### config.mk
export PLATFORM = sky130hd
export DESIGN_NAME = cacheline_adapter
export DESIGN_NICKNAME = d
export VERILOG_FILES = /design/src/rtl/cacheline_adapter.sv
export SDC_FILE = /design/constraint.sdc
export NUM_CORES = 1
export LEC_CHECK = 0
export ABC_AREA = 1
export BUFFER_PORTS_ARGS = -buffer_cell sky130_fd_sc_hd__buf_2
export CAP_MARGIN = 10
export CORE_AREA = 2 2 276 278
export CTS_CLUSTER_DIAMETER = 200
export DETAILED_ROUTE_END_ITERATION = 10
export DIE_AREA = 0 0 278 280
export GPL_TIMING_DRIVEN = 0
export HOLD_SLACK_MARGIN = 0.06
export PLACE_DENSITY = 0.53
export SYNTH_ARGS = -nofsm -noshare
export SYNTH_HDL_FRONTEND = slang
export SYNTH_SLANG_ARGS = --single-unit
export TNS_END_PERCENT = 5
### constraint.sdc
create_clock -name clk -period 3 [get_ports clk]
set_clock_uncertainty 0.2 [all_clocks]
set_input_delay 0.3 -clock clk [delete_from_list [all_inputs] [get_ports clk]]
set_output_delay 0.3 -clock clk [all_outputs]
set_load 0.01 [all_outputs]
### src/rtl/cacheline_adapter.sv
// cacheline_adapter: bridges a 256-bit single-handshake cache port to a 64-bit 4-beat burst memory.
//   clk           rising-edge clock
//   rst           asynchronous reset, active low
//   pmem_*        cache side: line address, read/write requests, write line, read line, one-cycle response
//   burst_*       memory side: line-aligned address, read/write requests, write beat, read beat, beat strobe
module cacheline_adapter #(
  parameter int LINE_W   = 256,
  parameter int BURST_W  = 64,
  parameter int OFFSET_W = 5
) (
  input  logic               clk,
  input  logic               rst,
  input  logic [31:0]        pmem_address,
  input  logic               pmem_read,
  input  logic               pmem_write,
  input  logic [LINE_W-1:0]  pmem_wdata,
  output logic [LINE_W-1:0]  pmem_rdata,
  output logic               pmem_resp,
  output logic [31:0]        burst_address,
  output logic               burst_read,
  output logic               burst_write,
  output logic [BURST_W-1:0] burst_wdata,
  input  logic [BURST_W-1:0] burst_rdata,
  input  logic               burst_resp
);
  localparam int BEATS = LINE_W / BURST_W;
  localparam int CNT_W = $clog2(BEATS);
  typedef enum logic [1:0] {IDLE, READ, WRITE, DONE} state_t;
  state_t             r_state, w_next;
  logic [CNT_W-1:0]   r_cnt;
  logic [LINE_W-1:0]  r_buf;
  logic [31:0]        r_addr;
  logic               w_last;
  assign w_last = burst_resp && (r_cnt == CNT_W'(BEATS - 1));
  always_ff @(posedge clk or negedge rst) begin
    if (!rst) r_state <= IDLE;
    else      r_state <= w_next;
  end
  // read has priority over write when both are requested
  always_comb begin
    w_next = r_state;
    unique case (r_state)
      IDLE:        w_next = pmem_read ? READ : pmem_write ? WRITE : IDLE;
      READ, WRITE: w_next = w_last ? DONE : r_state;
      DONE:        w_next = IDLE;
    endcase
  end
  // the counter wraps to 0 on the final beat, leaving it cleared for the next line
  always_ff @(posedge clk or negedge rst) begin
    if (!rst) begin
      r_cnt  <= '0;
      r_buf  <= '0;
      r_addr <= '0;
    end else begin
      unique case (r_state)
        IDLE: if (pmem_read || pmem_write) begin
          r_addr <= pmem_address & ~((32'd1 << OFFSET_W) - 32'd1);
          r_cnt  <= '0;
          if (!pmem_read) r_buf <= pmem_wdata;
        end
        READ: if (burst_resp) begin
          r_buf[int'(r_cnt)*BURST_W +: BURST_W] <= burst_rdata;
          r_cnt <= r_cnt + 1'b1;
        end
        WRITE: if (burst_resp) r_cnt <= r_cnt + 1'b1;
        DONE: ;
      endcase
    end
  end
  always_comb begin
    pmem_resp   = r_state == DONE;
    burst_read  = r_state == READ;
    burst_write = r_state == WRITE;
    burst_wdata = burst_write ? r_buf[int'(r_cnt)*BURST_W +: BURST_W] : '0;
  end
  assign pmem_rdata    = r_buf;
  assign burst_address = r_addr;
endmodule

==> metrics.md <==
| Metric | Value |
|---|---|
| Die area | 77800 um2 |
| Area leader, netlist | dfrtp_1 |
| Hold Vio Cnt, Final | 0 |
| Post-Syn Area per Cell | 6.45 um2 |
| Final setup fails | 0 |
| Layout overhead on the synthesized area | 61.1% |
| Post-DP HPWL | 79.5 mm |
| Final setup margin | 0.0644 ns |
| Layout cells sized above 1 | 26.2% |
| Vias in the first global route | 21900 |
| Gr usage total | 26.5% |
| DRC viols | 0 |
| Final period util | 97.9% |
| DRT iter0 DRCs | 1849 |
| Unrepaired setup endpoints after global routing | no |
| Slew at the pin closest to its max-slew limit | 1.07 ns |
| Setup WS pre-CTS | -2.05 ns |
| Yosys cell types | 23 |
| Ports | 712 |
| Die Y | 280 um |
| Fill cells | 8100 |
| Synth Warn # | 0 |
| Req. time, crit path | 2.50 ns |
| Register bit total from synthesis | 287 |
| Root buf cell | clkbuf_16 |
| Pin count of the biggest net entering global routing | 105 |
| Clk slew on worst S/H paths | 0.07 ns |
| Crit start category | flop |
| Power consumption | 0.0291 W |
| Hold Path Class | input pin to async pin |
| Tmin final | 2.94 ns |
| Drt pass-1 iters | 6 |
| Max-cap viol count | 0 |
| Fin Hold WS | 0.162 ns |
| CTS tree | done |
| PD cells | 1070 nW/um2 |
| Top post-synthesis cells by area | dfrtp_1 (43%), nand2_1 (30%), o21ai_0 (6.4%) |
| Initial antenna violation count | 12 |
| Post-synthesis cell area | 16900 um2 |
| Slew HR | 28.8% |
| Vias per inst | 4.82 |
| Non-filler cells, final | 4738 |
| GPL Wtd Cong | 0.929 |
| Nets | 4097 |
| Status | finished, final reports clean |
| First-pass GRT wire length | 151 mm |
| Final Max Tran Viols | 0 |
| Maximum clock rate | 341 MHz |
| Deepest clock path buffer count | 3 |
| Initial core utilization | 22.4% |
| CP Max Fanout | 10 |
| DR WL/cell | 22.7 um |
| Dpl cells | 4304 |
| Worst vdd ir | 585 uV |
| Antenna-violating nets left | 0 |
| Clock sinks | 287 |
| Post-synthesis sequential area ratio | 42.6% |
| Area of the core | 75200 um2 |
| P_leak | 14.9 nW |
| Row count | 101 |
| Clock buffer count from CTS | 38 |
| H-tree depth | 2 |
| Share of the synthesized area in the top cell type | 42.6% |
| Routed WL | 108 mm |
| Worst path arrival time | 2.44 ns |
| R2R Setup Slk | 0.09 ns |
| Port buffer count | 701 |
| Crit end category | output pin |
| Syn Inst Count | 2615 |
| Remaining Overflow, GRT | 0 |
| Via count | 22800 |
| Width of the chip | 278 um |
| Worst-Skew Late Latency | 0.56 ns |
| Critical path class | flop to output pin |
==> sequential cells by signal, summed over array words and instances, names as in the netlist <==
register / cells
r_cnt: 2
pmem_rdata: 256
burst_address: 27
r_state: 2
==> synth_stat cells <==
master and count:
a21oi_1 64, a31oi_1 2, buf_1 4, buf_2 115
buf_4 5, clkbuf_1 67, conb_1 1, dfrtp_1 287
ha_1 10, inv_1 9, inv_2 4, nand2_1 1330
nand2_2 1, nand2_4 1, nand3_1 201, nand3b_1 4
nor2_1 285, nor2_2 4, nor2_4 4, nor2_8 1
o21ai_0 214, o21ai_2 1, or2_2 1
==> cell usage in the layout (no fill, tap or decap), types with 3 or more instances in the layout <==
| master | netlist | final |
|---|---|---|
| dfrtp_1 | 287 | 286 |
| nand2_1 | 1330 | 1329 |
| buf_6 | 0 | 3 |
| nor2_4 | 4 | 8 |
| buf_4 | 5 | 17 |
| nand3b_1 | 4 | 4 |
| buf_16 | 0 | 4 |
| buf_2 | 115 | 800 |
| clkbuf_2 | 0 | 26 |
| clkinv_2 | 0 | 6 |
| nor2_1 | 285 | 281 |
| clkbuf_8 | 0 | 18 |
| clkbuf_4 | 0 | 18 |
| clkinvlp_4 | 0 | 3 |
| a21oi_2 | 0 | 4 |
| ha_1 | 10 | 9 |
| clkbuf_1 | 67 | 24 |
| bufinv_16 | 0 | 3 |
| conb_1 | 1 | 5 |
| inv_1 | 9 | 7 |
| buf_12 | 0 | 8 |
| dlygate4sd3_1 | 0 | 353 |
| clkbuf_16 | 0 | 41 |
| inv_4 | 0 | 3 |
| o21ai_0 | 214 | 212 |
| a21oi_1 | 64 | 60 |
| nand3_1 | 201 | 199 |
| nor2_2 | 4 | 4 |
| buf_8 | 0 | 4 |
==> cells by family after synthesis <==
| kind of cell | count (synthesis) | synth area share, % |
|---|---|---|
| buffers and inverters | 204 | 5.51 |
| and+or+nand+nor | 1832 | 42.8 |
| adders and majority gates | 10 | 0.742 |
| AOI/OAI and AO/OA | 281 | 8.38 |
| other | 1 | 0.0222 |
| DFF | 287 | 42.6 |
==> critical path: stages (launching register included) <==
cell      delay, ns
dfrtp_2        0.45
clkbuf_8       0.19
inv_4          0.14
buf_12         0.17
buf_2          0.30
o21ai_0        0.14
a21oi_1        0.26
buf_2          0.20
==> report_power, final <==
part           total, W  leakage [nW]  switching [W]  internal, W
Clock           0.00507         0.677        0.00201      0.00306
Combinational    0.0168          10.6         0.0114      0.00540
Sequential      0.00725          3.65        0.00164      0.00561
==> routing by layer <==
layer	GRT usage [%]	vias up	share of wire [%]	wire length, um
met5	0	-	0.046	49
met4	11.9	8	4.7	5080
met3	4.61	262	7.3	7840
met2	44.1	1172	47	50600
met1	33.6	10900	41	43900
li1	-	10500	-	-
==> timing repair <==
item | CTS | global route
hold buffers | 353 | 0
setup endpoints to repair | 320 | 177
resized for setup | 98 | 34
setup buffers | 8 | 3
pin swaps | 3 | 2
endpoints found under the hold margin | 372 | 0
cloned | 1 | 0
==> stage by stage <==
step                      instance area [um2]  util (%)  setup TNS (ns)
after CTS                               27100      36.0         -0.0961
after global routing                    27200      36.1               0
final                                   27200      36.1               0
after global placement                  21600      28.7        -1810.12
after detailed placement                21800      29.0         -370.18
after floorplan                         16900         -               0
==> final timing paths <==
check | to | start | depth (start not counted)
max in group asynchronous | pmem_rdata[223] | rst | 3
min reg2reg | pmem_rdata[168] | pmem_rdata[168] | 2
min | burst_address[11] | rst | 2
min in group clk | burst_address[24] | pmem_address[24] | 4
max reg2reg | pmem_rdata[152] | r_cnt[0] | 13
max | burst_wdata[20] | r_cnt[0] | 7
==> final cells by class <==
cell class	instances	area, um2	share of cell area [%]
multi-input combinational	2128	8860	32.6
timing repair buffer	1072	7380	27.2
sequential	287	7180	26.4
tap	978	1220	4.50
clock buffer	57	1220	4.48
buffer	190	1100	4.05
clock inverter	12	145	0.534
inverter	13	63.8	0.235
antenna	1	2.50	0.00921
(Power assumes the default switching activity.)
